## src/rtl/uart_alu_interface.sv

```systemverilog
// Glue between UART RX, a combinational ALU and UART TX: gathers A, B and the
// opcode, captures the ALU result and requests one transmit per operation.
module uart_alu_interface #(
    parameter int NB_DATA = 8,
    parameter int NB_OP   = 6
) (
    input  logic               i_clk,
    input  logic               i_reset_n,
    input  logic [NB_DATA-1:0] i_rx_data,
    input  logic               i_rx_done_tick,
    input  logic [NB_DATA-1:0] i_alu_result,
    input  logic               i_tx_done_tick,
    output logic [NB_DATA-1:0] o_data_a,
    output logic [NB_DATA-1:0] o_data_b,
    output logic [NB_OP-1:0]   o_op,
    output logic [NB_DATA-1:0] o_tx_data,
    output logic               o_tx_start,
    output logic               o_busy,
    output logic               o_overrun,
    output logic [2:0]         o_state
);

    // Handshake: i_rx_done_tick / i_tx_done_tick are single-cycle strobes with
    // no back-pressure; a byte arriving while busy is lost and flagged.
    typedef enum logic [2:0] {
        WAIT_A  = 3'd0,
        WAIT_B  = 3'd1,
        WAIT_OP = 3'd2,
        EXEC    = 3'd3,
        SEND    = 3'd4,
        WAIT_TX = 3'd5
    } state_t;

    state_t state_q;
    state_t state_d;
    logic   load_a;
    logic   load_b;
    logic   load_op;
    logic   load_tx;
    logic   drop;

    always_comb begin
        state_d = state_q;
        load_a  = 1'b0;
        load_b  = 1'b0;
        load_op = 1'b0;
        load_tx = 1'b0;
        drop    = 1'b0;
        case (state_q)
            WAIT_A: begin
                if (i_rx_done_tick) begin
                    load_a  = 1'b1;
                    state_d = WAIT_B;
                end
            end
            WAIT_B: begin
                if (i_rx_done_tick) begin
                    load_b  = 1'b1;
                    state_d = WAIT_OP;
                end
            end
            WAIT_OP: begin
                if (i_rx_done_tick) begin
                    load_op = 1'b1;
                    state_d = EXEC;
                end
            end
            EXEC: begin
                load_tx = 1'b1;
                drop    = i_rx_done_tick;
                state_d = SEND;
            end
            SEND: begin
                drop    = i_rx_done_tick;
                state_d = WAIT_TX;
            end
            WAIT_TX: begin
                drop = i_rx_done_tick;
                if (i_tx_done_tick) begin
                    state_d = WAIT_A;
                end
            end
            default: state_d = WAIT_A;
        endcase
    end

    always_ff @(posedge i_clk or negedge i_reset_n) begin
        if (!i_reset_n) begin
            state_q   <= WAIT_A;
            o_data_a  <= '0;
            o_data_b  <= '0;
            o_op      <= '0;
            o_tx_data <= '0;
            o_overrun <= 1'b0;
        end else begin
            state_q <= state_d;
            if (load_a)  o_data_a  <= i_rx_data;
            if (load_b)  o_data_b  <= i_rx_data;
            if (load_op) o_op      <= i_rx_data[NB_OP-1:0];
            if (load_tx) o_tx_data <= i_alu_result;
            if (drop)    o_overrun <= 1'b1;
        end
    end

    // Moore outputs decoded straight from the state register.
    assign o_tx_start = (state_q == SEND);
    assign o_busy     = (state_q == EXEC) || (state_q == SEND) || (state_q == WAIT_TX);
    assign o_state    = state_q;

endmodule

```

## config.mk

```make
export PLATFORM = sky130hd
export DESIGN_NAME = uart_alu_interface
export DESIGN_NICKNAME = d
export VERILOG_FILES = /design/src/rtl/uart_alu_interface.sv
export SDC_FILE = /design/constraint.sdc
export NUM_CORES = 1
export LEC_CHECK = 0
export ABC_AREA = 0
export ABC_CLOCK_PERIOD_IN_PS = 1500
export BUFFER_PORTS_ARGS = -buffer_cell sky130_fd_sc_hd__buf_2
export CAP_MARGIN = 10
export CORE_MARGIN = 10
export CORE_UTILIZATION = 46
export DETAILED_ROUTE_END_ITERATION = 6
export MAX_ROUTING_LAYER = met4
export PLACE_DENSITY = 0.77
export SETUP_SLACK_MARGIN = 0.15
export SYNTH_ARGS = -nofsm -noshare
export SYNTH_HDL_FRONTEND = slang
export SYNTH_SLANG_ARGS = --single-unit
```

## constraint.sdc

```tcl
create_clock -name i_clk -period 1.5 [get_ports i_clk]
set_input_delay 0.3 -clock i_clk [delete_from_list [all_inputs] [get_ports i_clk]]
set_output_delay 0.3 -clock i_clk [all_outputs]
set_load 0.03 [all_outputs]
```

==> impl_metrics.py, run 1 <==
metrics = {
    "route": {
        "drc_errors": 0,
        "vias_per_cell": 5.06,
        "first_iter_violations": 52,
        "vias": 992,
        "dr.pass1.iters": 4,
        "wl_per_cell_um": 19.6,
        "antenna_left": 0,
        "routed_wl_mm": 3.85,
    },
    "clock_network": {
        "path_clk_slew_ns": 0.10,
        "cts_made_buffers": 5,
        "cts_tree": "done",
        "h-tree-depth": 2,
        "clockBufferDepth": 2,
        "clock_sinks": 34,
        "clk_latency_ns": 0.33,
        "root_buffer": "clkbuf_4",
    },
    "timing": {
        "finalWorstSetupSlack_ns": -0.0392,
        "setup_viol": 2,
        "skew_ns": 0.0130,
        "rsz0062_at_grt": "yes",
        "hold_viol": 0,
        "layout_min_cycle_time_ns": 1.54,
        "fmax_ghz": 0.650,
        "slew_headroom": 0.723,
        "whs_ns": 0.191,
        "fin_crit_sh": 1.03,
        "slew_violations": 0,
        "tns_ns": -0.0676,
        "worst_pin_slew_ns": 0.415,
    },
    "setup_path": {
        "cpPeakStageDelay_ns": 0.45,
        "crit_top_cell": "buf_6",
        "cp.buffers_inverters": 2,
        "crit_fanout": 5,
        "r2r-end": "o_tx_data[4]",
        "worstSetupPathType": "reg2out",
        "crit_family": "flip-flops",
        "cp_slowest_cell": "dfrtp_2",
        "r2r_cells": 5,
        "path_cells": "buf_6, nand3b_1, nand2_2, buf_6",
        "rrSetupSlack_ns": 0,
        "end_kind": "output port",
        "cp-start-kind": "flip-flop",
        "r2r_start": "o_state[2]",
        "cp_data_arrival_time_ns": 1.24,
        "required_ns": 1.20,
    },
    "final_layout": {
        "final_common_cell": "buf_2",
        "final.fill_count": 192,
        "nNetsFinal": 185,
        "synthToLayoutAreaGrowth_pct": 50.7,
        "drive_gt1_frac": 0.733,
        "layout.cells.most_common_list": "buf_2, dfrtp_1, mux2_4, buf_6, buf_4",
        "diodes": 0,
    },
    "outcome": {
        "violations": "setup timing",
        "status": "finished with violations",
    },
    "floorplan": {
        "rows": 19,
        "die_h_um": 74,
        "die_x_um": 74,
        "io_pins": 56,
        "coreArea_mm2": 0.00278,
        "start_util": 0.482,
        "die_area_mm2": 0.00548,
    },
    "global_route": {
        "met1_usage": 0.151,
        "grt.overflow.total": 0,
        "grt_max_degree": 20,
        "grt_pass1_wl_mm": 5.74,
        "grt_util_all_layers": 0.141,
        "grt_use_met3": 0.0399,
        "antenna_found_initial": 0,
        "grt_busiest_layer": "met2",
        "grt_use_met2": 0.241,
        "grt_pass1_vias": 1086,
    },
    "worst_hold_path": {
        "worst_hold_path_type": "in2reg",
        "hold_end": "o_tx_data[5]",
        "min_from": "i_alu_result[5]",
        "whs_path_depth": 2,
    },
    "logic_synthesis": {
        "synth.distinct_cells": 18,
        "ys_top_cells_by_area": "dfrtp_1, mux2_2, nor3b_4",
        "synth_fp_nets": 105,
        "yosysTopAreaCell": "dfrtp_1",
        "syn_inst": 85,
        "ys_ff_latch": 34,
        "yosysSeqAreaShare": 0.634,
        "avgSynthCellArea_um2": 15.8,
        "synth.top_cell.area_share": 0.634,
        "synth.cell_area_mm2": 0.00134,
        "yosysWarnings": 0,
    },
    "job": {
        "drv_cap": 0,
    },
    "placement": {
        "gp_congestion": 0.745,
        "preCtsSetupSlack_ns": 0.0584,
        "hpwl_mm": 2.63,
        "portBuffers": 55,
    },
    "power_and_ir_drop": {
        "p_leak_uw": 0.00102,
        "total_power_uw": 5460,
        "power_density_mw_per_mm2": 2700,
        "vdd_ir_drop_max_mv": 1.98,
    },
}
per-layer routing:
layer,share of wire,vias to the layer above
met5,0,-
met4,0.015,0
met3,0.037,6
met2,0.56,21
met1,0.38,507
li1,-,458
cell type report:
| type | instances | area [um2] | share of cell area |
|---|---|---|---|
| sequential | 34 | 855 | 0.423 |
| multi-input combinational | 48 | 572 | 0.283 |
| timing repair buffer | 76 | 502 | 0.248 |
| clock buffer | 7 | 55.1 | 0.0272 |
| tap | 31 | 38.8 | 0.0192 |
power by group:
group          internal, uW  switching (uW)
clock network           221             287
logic                  1490            1780
registers              1390             293
total                  3100            2360
kinds of logic after synthesis:
| kind of cell | count (synthesis) | share of synthesized area |
|---|---|---|
| flops | 34 | 0.634 |
| mux | 30 | 0.252 |
| simple gates | 14 | 0.0858 |
| compound gates | 4 | 0.0168 |
| buf+inv | 3 | 0.0112 |
how the worst max path moves through the flow:
stage	start	to	cells past startpoint	slack [ns]
floorplan	o_state[2]	o_data_b[0]	3	0.005
global placement	o_state[2]	o_data_b[4]	4	0.12
detailed placement	o_state[2]	o_data_b[3]	4	0.06
CTS	o_state[2]	o_busy	3	-0.03
global route	o_state[1]	o_busy	4	-0.10
finish	o_state[1]	o_busy	4	-0.04
repair_timing:
action	CTS	global route
setup buffers	7	6
hold buffers	1	0
pin swaps	2	2
gates resized for setup	30	11
endpoints found under the setup margin	32	32
hold endpoints to repair	18	0
stage by stage:
| stage | std cells | instance area (um2) | util |
|---|---|---|---|
| global placement | 175 | 1710 | 0.614 |
| floorplan | 85 | 1370 | - |
| detailed placement | 175 | 1710 | 0.614 |
| finish | 196 | 2020 | 0.727 |
| CTS | 190 | 1940 | 0.696 |
| global route | 196 | 2020 | 0.727 |
cell usage after synthesis:
cell type / count
dfrtp_1: 34
mux2_2: 30
a21oi_1: 2
buf_2: 2
nand2b_1: 2
nand3b_1: 2
nor2_1: 2
a21o_1: 1
and2_1: 1
clkbuf_2: 1
nand2_1: 1
nand2b_4: 1
nor2_2: 1
nor3_4: 1
nor3b_4: 1
nor4b_1: 1
o21ai_0: 1
or3_1: 1
worst register-to-register path: stages (launching register included):
cell,delay (ns)
dfrtp_2,0.46
nand3b_1,0.21
buf_4,0.16
buf_6,0.12
buf_8,0.13
mux2_4,0.30
flip-flops by register name (all words and copies together), names as in the netlist:
name       count
o_data_a       8
o_data_b       8
o_op           6
o_overrun      1
o_state        3
o_tx_data      8
No activity file was read; power rests on OpenSTA's default activity.
==> run 2: changes to the inputs <==
--- a/config.mk
+++ b/config.mk
@@ -10,10 +10,11 @@
 export BUFFER_PORTS_ARGS = -buffer_cell sky130_fd_sc_hd__buf_2
 export CAP_MARGIN = 10
 export CORE_MARGIN = 10
-export CORE_UTILIZATION = 46
+export CORE_UTILIZATION = 49
+export CTS_BUF_LIST = sky130_fd_sc_hd__clkbuf_4
 export DETAILED_ROUTE_END_ITERATION = 6
 export MAX_ROUTING_LAYER = met4
-export PLACE_DENSITY = 0.77
+export PLACE_DENSITY = 0.81
 export SETUP_SLACK_MARGIN = 0.15
 export SYNTH_ARGS = -nofsm -noshare
 export SYNTH_HDL_FRONTEND = slang
==> impl_metrics.py, run 2 (synthesized netlist as in run 1, its figures left out) <==
metrics = {
    "final_layout": {
        "diodes": 0,
        "layout.cells.most_common_list": "buf_2, dfrtp_1, mux2_4, buf_6, mux2_2",
        "drive_gt1_frac": 0.743,
        "nNetsFinal": 186,
        "final_cells": 197,
        "synthToLayoutAreaGrowth_pct": 51.9,
        "final.fill_count": 146,
        "fin_area_mm2": 0.00204,
        "top_regs": "o_data_a x8, o_data_b x8, o_tx_data x8",
        "final_common_cell": "buf_2",
        "final_util": 0.800,
    },
    "power_and_ir_drop": {
        "power_density_mw_per_mm2": 2700,
        "p_leak_uw": 0.00102,
        "vdd_ir_drop_max_mv": 1.96,
    },
    "floorplan": {
        "die_x_um": 72.3,
        "io_pins": 56,
        "die_h_um": 72.3,
        "coreArea_mm2": 0.00254,
        "die_area_mm2": 0.00523,
        "start_util": 0.527,
        "rows": 18,
    },
    "clock_network": {
        "clock_sinks": 34,
        "cts_tree": "done",
        "h-tree-depth": 2,
        "clockBufferDepth": 2,
        "path_clk_slew_ns": 0.11,
        "cts_made_buffers": 5,
        "clk_latency_ns": 0.34,
        "root_buffer": "clkbuf_4",
    },
    "timing": {
        "hold_viol": 0,
        "rsz0062_at_grt": "yes",
        "worst_pin_slew_ns": 0.463,
        "slew_violations": 0,
        "finalWorstSetupSlack_ns": -0.0297,
        "layout_min_cycle_time_ns": 1.53,
        "fmax_ghz": 0.654,
        "slew_headroom": 0.691,
        "skew_ns": 0.0144,
        "fin_crit_sh": 1.02,
        "setup_viol": 6,
    },
    "setup_path": {
        "cp_data_arrival_time_ns": 1.23,
        "required_ns": 1.20,
        "rrSetupSlack_ns": -0.02,
        "worstSetupPathType": "reg2out",
        "end_kind": "output port",
        "cp-start-kind": "flip-flop",
        "crit_fanout": 5,
    },
    "global_route": {
        "grt_max_degree": 22,
        "grt_pass1_wl_mm": 5.95,
        "grt_util_all_layers": 0.150,
        "grt_pass1_vias": 1190,
        "grt.overflow.total": 0,
        "antenna_found_initial": 0,
    },
    "route": {
        "first_iter_violations": 49,
        "wl_per_cell_um": 19.0,
        "vias_per_cell": 5.13,
        "wl_met1_mm": 1.43,
        "top_layer": "met4",
        "wl_met3_um": 194,
        "vias": 1010,
        "routed_wl_mm": 3.74,
        "met2_length_mm": 2.07,
        "drc_errors": 0,
        "antenna_left": 0,
        "dr.pass1.iters": 4,
    },
    "placement": {
        "portBuffers": 55,
        "placedCellCount": 175,
        "placed_area_mm2": 0.00172,
        "hpwl_mm": 2.67,
        "gp_congestion": 0.676,
    },
    "job": {
        "drv_cap": 0,
    },
    "outcome": {
        "status": "finished with violations",
        "violations": "setup timing",
    },
    "worst_hold_path": {
        "worst_hold_path_type": "in2reg",
    },
}
==> run 2: per-layer routing <==
layer / track usage / up-vias
met3: 0.0490 / 6
met4: 0.0323 / 0
met1: 0.150 / 504
met5: - / -
li1: - / 462
met2: 0.274 / 38
==> run 2: area by class of cell <==
class	instances	area (um2)	area share
flip-flops and latches	34	855	0.420
multi-input cells	48	568	0.279
repair buffers	77	523	0.257
clock buffers	6	45.0	0.0221
well taps	30	37.5	0.0184
clock inverters	2	8.76	0.00430
==> run 2: path summary, 6_finish.rpt <==
path,cells past startpoint,to,from
hold reg to reg,1,o_overrun,o_overrun
max in group asynchronous,3,o_data_a[6],i_reset_n
setup / recovery,4,o_busy,o_state[2]
min in group asynchronous,2,o_data_b[3],i_reset_n
hold / removal,2,o_tx_data[0],i_alu_result[0]
setup reg to reg,5,o_data_b[1],o_state[1]
==> run 2: what timing repair did <==
item | 4_1_cts | 5_1_grt
setup buffers | 11 | 2
endpoints found under the hold margin | 19 | 0
pin swaps | 3 | 2
endpoints found under the setup margin | 26 | 36
hold buffers | 1 | 0
resized for setup | 32 | 11
==> run 2: worst max-delay path: stages, from the launching register on <==
cell      delay [ns]
dfrtp_2         0.44
buf_4           0.15
nand2b_4        0.09
nand2_2         0.07
buf_6           0.14
==> run 2: report_power, final <==
part | total, uW | switching, uW | internal (uW)
Sequential | 1660 | 276 | 1390
Clock | 490 | 296 | 194
Combinational | 3350 | 1810 | 1540
Total | 5500 | 2380 | 3120
==> run 2: stage by stage <==
step	power (uW)	setup TNS [ns]	hold WS [ns]	setup WS, ns
after global routing	5800	-0.385	0.175	-0.0791
after floorplan	3500	0	0.00441	0.00525
after global placement	4200	0	0.261	0.124
final	5500	-0.100	0.183	-0.0297
after CTS	5360	-0.0274	0.177	-0.0159
after detailed placement	4310	0	0.270	0.0683
==> run 3: changes to the inputs <==
==> constraint.sdc (replaced) <==
create_clock -name i_clk -period 1.5 [get_ports i_clk]
set_input_delay 0.3 -clock i_clk [delete_from_list [all_inputs] [get_ports i_clk]]
set_output_delay 0.3 -clock i_clk [all_outputs]
set_load 0.01 [all_outputs]
==> impl_metrics.py, run 3 (synthesized netlist as in run 1, its figures left out) <==
metrics = {
    "final_layout": {
        "diodes": 0,
        "fin_area_mm2": 0.00204,
        "drive_gt1_frac": 0.715,
        "nNetsFinal": 186,
        "final_common_cell": "buf_2",
        "top_regs": "o_data_a x8, o_data_b x8, o_tx_data x8",
        "layout.cells.most_common_list": "buf_2, dfrtp_1, mux2_4, buf_6, buf_4",
        "final.fill_count": 156,
        "synthToLayoutAreaGrowth_pct": 51.8,
    },
    "placement": {
        "gp_congestion": 0.749,
        "portBuffers": 55,
        "hpwl_mm": 2.56,
        "placed_area_mm2": 0.00172,
    },
    "clock_network": {
        "cts_tree": "done",
        "root_buffer": "clkbuf_4",
        "path_clk_slew_ns": 0.10,
        "clockBufferDepth": 2,
        "cts_made_buffers": 5,
        "h-tree-depth": 2,
        "clk_latency_ns": 0.33,
        "clock_sinks": 34,
    },
    "global_route": {
        "grt_use_met3": 0.0599,
        "antenna_found_initial": 0,
        "met1_usage": 0.162,
        "grt_max_degree": 35,
        "grt_busiest_layer": "met2",
        "grt_pass1_wl_mm": 6.24,
        "grt_util_all_layers": 0.164,
        "grt.overflow.total": 0,
        "grt_pass1_vias": 1148,
        "grt_use_met2": 0.281,
    },
    "timing": {
        "skew_ns": 0.00829,
        "whs_ns": 0.200,
        "worst_pin_slew_ns": 0.427,
        "fin_crit_sh": 1.07,
        "slew_headroom": 0.715,
        "hold_viol": 0,
        "fmax_ghz": 0.622,
        "layout_min_cycle_time_ns": 1.61,
        "finalWorstSetupSlack_ns": -0.107,
        "slew_violations": 0,
        "setup_viol": 15,
        "rsz0062_at_grt": "yes",
    },
    "outcome": {
        "violations": "setup timing",
        "status": "finished with violations",
    },
    "setup_path": {
        "cp-start-kind": "flip-flop",
        "crit_fanout": 4,
        "cp_data_arrival_time_ns": 1.31,
        "cp_slowest_cell": "dfrtp_1",
        "cp.buffers_inverters": 2,
        "cpPeakStageDelay_ns": 0.40,
        "path_cells": "buf_6, nand3b_1, nand2_1, buf_2",
        "crit_family": "flip-flops",
        "required_ns": 1.20,
        "worstSetupPathType": "reg2out",
        "end_kind": "output port",
    },
    "worst_hold_path": {
        "worst_hold_path_type": "in2reg",
    },
    "power_and_ir_drop": {
        "p_leak_uw": 0.00106,
        "vdd_ir_drop_max_mv": 1.68,
        "power_density_mw_per_mm2": 2370,
    },
    "route": {
        "dr.pass1.iters": 5,
        "vias": 1027,
        "vias_per_cell": 5.27,
        "drc_errors": 0,
        "first_iter_violations": 110,
        "antenna_left": 0,
        "wl_per_cell_um": 21.9,
        "routed_wl_mm": 4.27,
    },
    "floorplan": {
        "rows": 18,
        "die_area_mm2": 0.00523,
        "io_pins": 56,
        "coreArea_mm2": 0.00254,
        "start_util": 0.527,
        "die_x_um": 72.3,
        "die_h_um": 72.3,
    },
    "job": {
        "drv_cap": 0,
    },
}
## run 3: cell count changes in the layout (fill, tap and decap cells not counted), sizes merged
cell | previous run | this run
clkinv | 2 | 1
clkbuf | 6 | 5
## run 3: repair_timing
action,CTS,global route
resized for setup,33,10
endpoints found under the hold margin,34,0
pin swaps,3,4
hold buffers,1,0
gates cloned,0,0
endpoints found under the setup margin,28,35
setup buffers,8,4
## run 3: final timing paths
kind / start / endpoint / slack [ns] / cells after the start
max in group asynchronous: i_reset_n / o_state[1] / 0.63 / 3
hold reg to reg: o_overrun / o_overrun / 0.47 / 1
setup reg to reg: o_state[2] / o_data_b[4] / -0.08 / 5
setup / recovery: o_state[2] / o_busy / -0.11 / 4
hold / removal: i_alu_result[4] / o_tx_data[4] / 0.20 / 2
min in group asynchronous: i_reset_n / o_data_a[4] / 0.55 / 3
## run 3: power breakdown
group	leakage [uW]	internal [uW]	switching, uW	total [uW]
sequential	0.000399	1380	288	1670
clock	0.0000246	160	289	449
combinational	0.000634	1590	1110	2700
## run 3: layout make-up
type | count | area (um2) | share of cell area
Clock buffer | 5 | 37.5 | 0.0184
Clock inverter | 1 | 3.75 | 0.00184
Multi-Input combinational cell | 48 | 608 | 0.299
Sequential cell | 34 | 852 | 0.419
Tap cell | 30 | 37.5 | 0.0184
Timing Repair Buffer | 77 | 497 | 0.244
## run 3: through the flow
stage / power [uW] / setup TNS, ns / worst slack [ns] / std cells / util
6_report: 4820 / -0.687 / -0.107 / 195 / 0.800
5_1_grt: 5070 / -1.79 / -0.183 / 195 / 0.800
4_1_cts: 4560 / -0.131 / -0.0587 / 191 / 0.773
3_5_place_dp: 3580 / 0 / 0.0487 / 176 / 0.677
3_3_place_gp: 3490 / 0 / 0.118 / 176 / 0.677
2_1_floorplan: 2750 / 0 / 0.0580 / 85 / -
## run 3: worst reg2reg max path, delay by kind of cell, from the launching register on
kind / cells / cell delay (ns)
DFF: 1 / 0.40
and+or+nand+nor: 2 / 0.44
muxes: 1 / 0.30
buffers and inverters: 2 / 0.33
## run 3: metal layers
layer | share of wire | wire (um)
met1 | 0.37 | 1600
met5 | 0 | 0
met4 | 0.036 | 153
met2 | 0.54 | 2310
met3 | 0.048 | 206
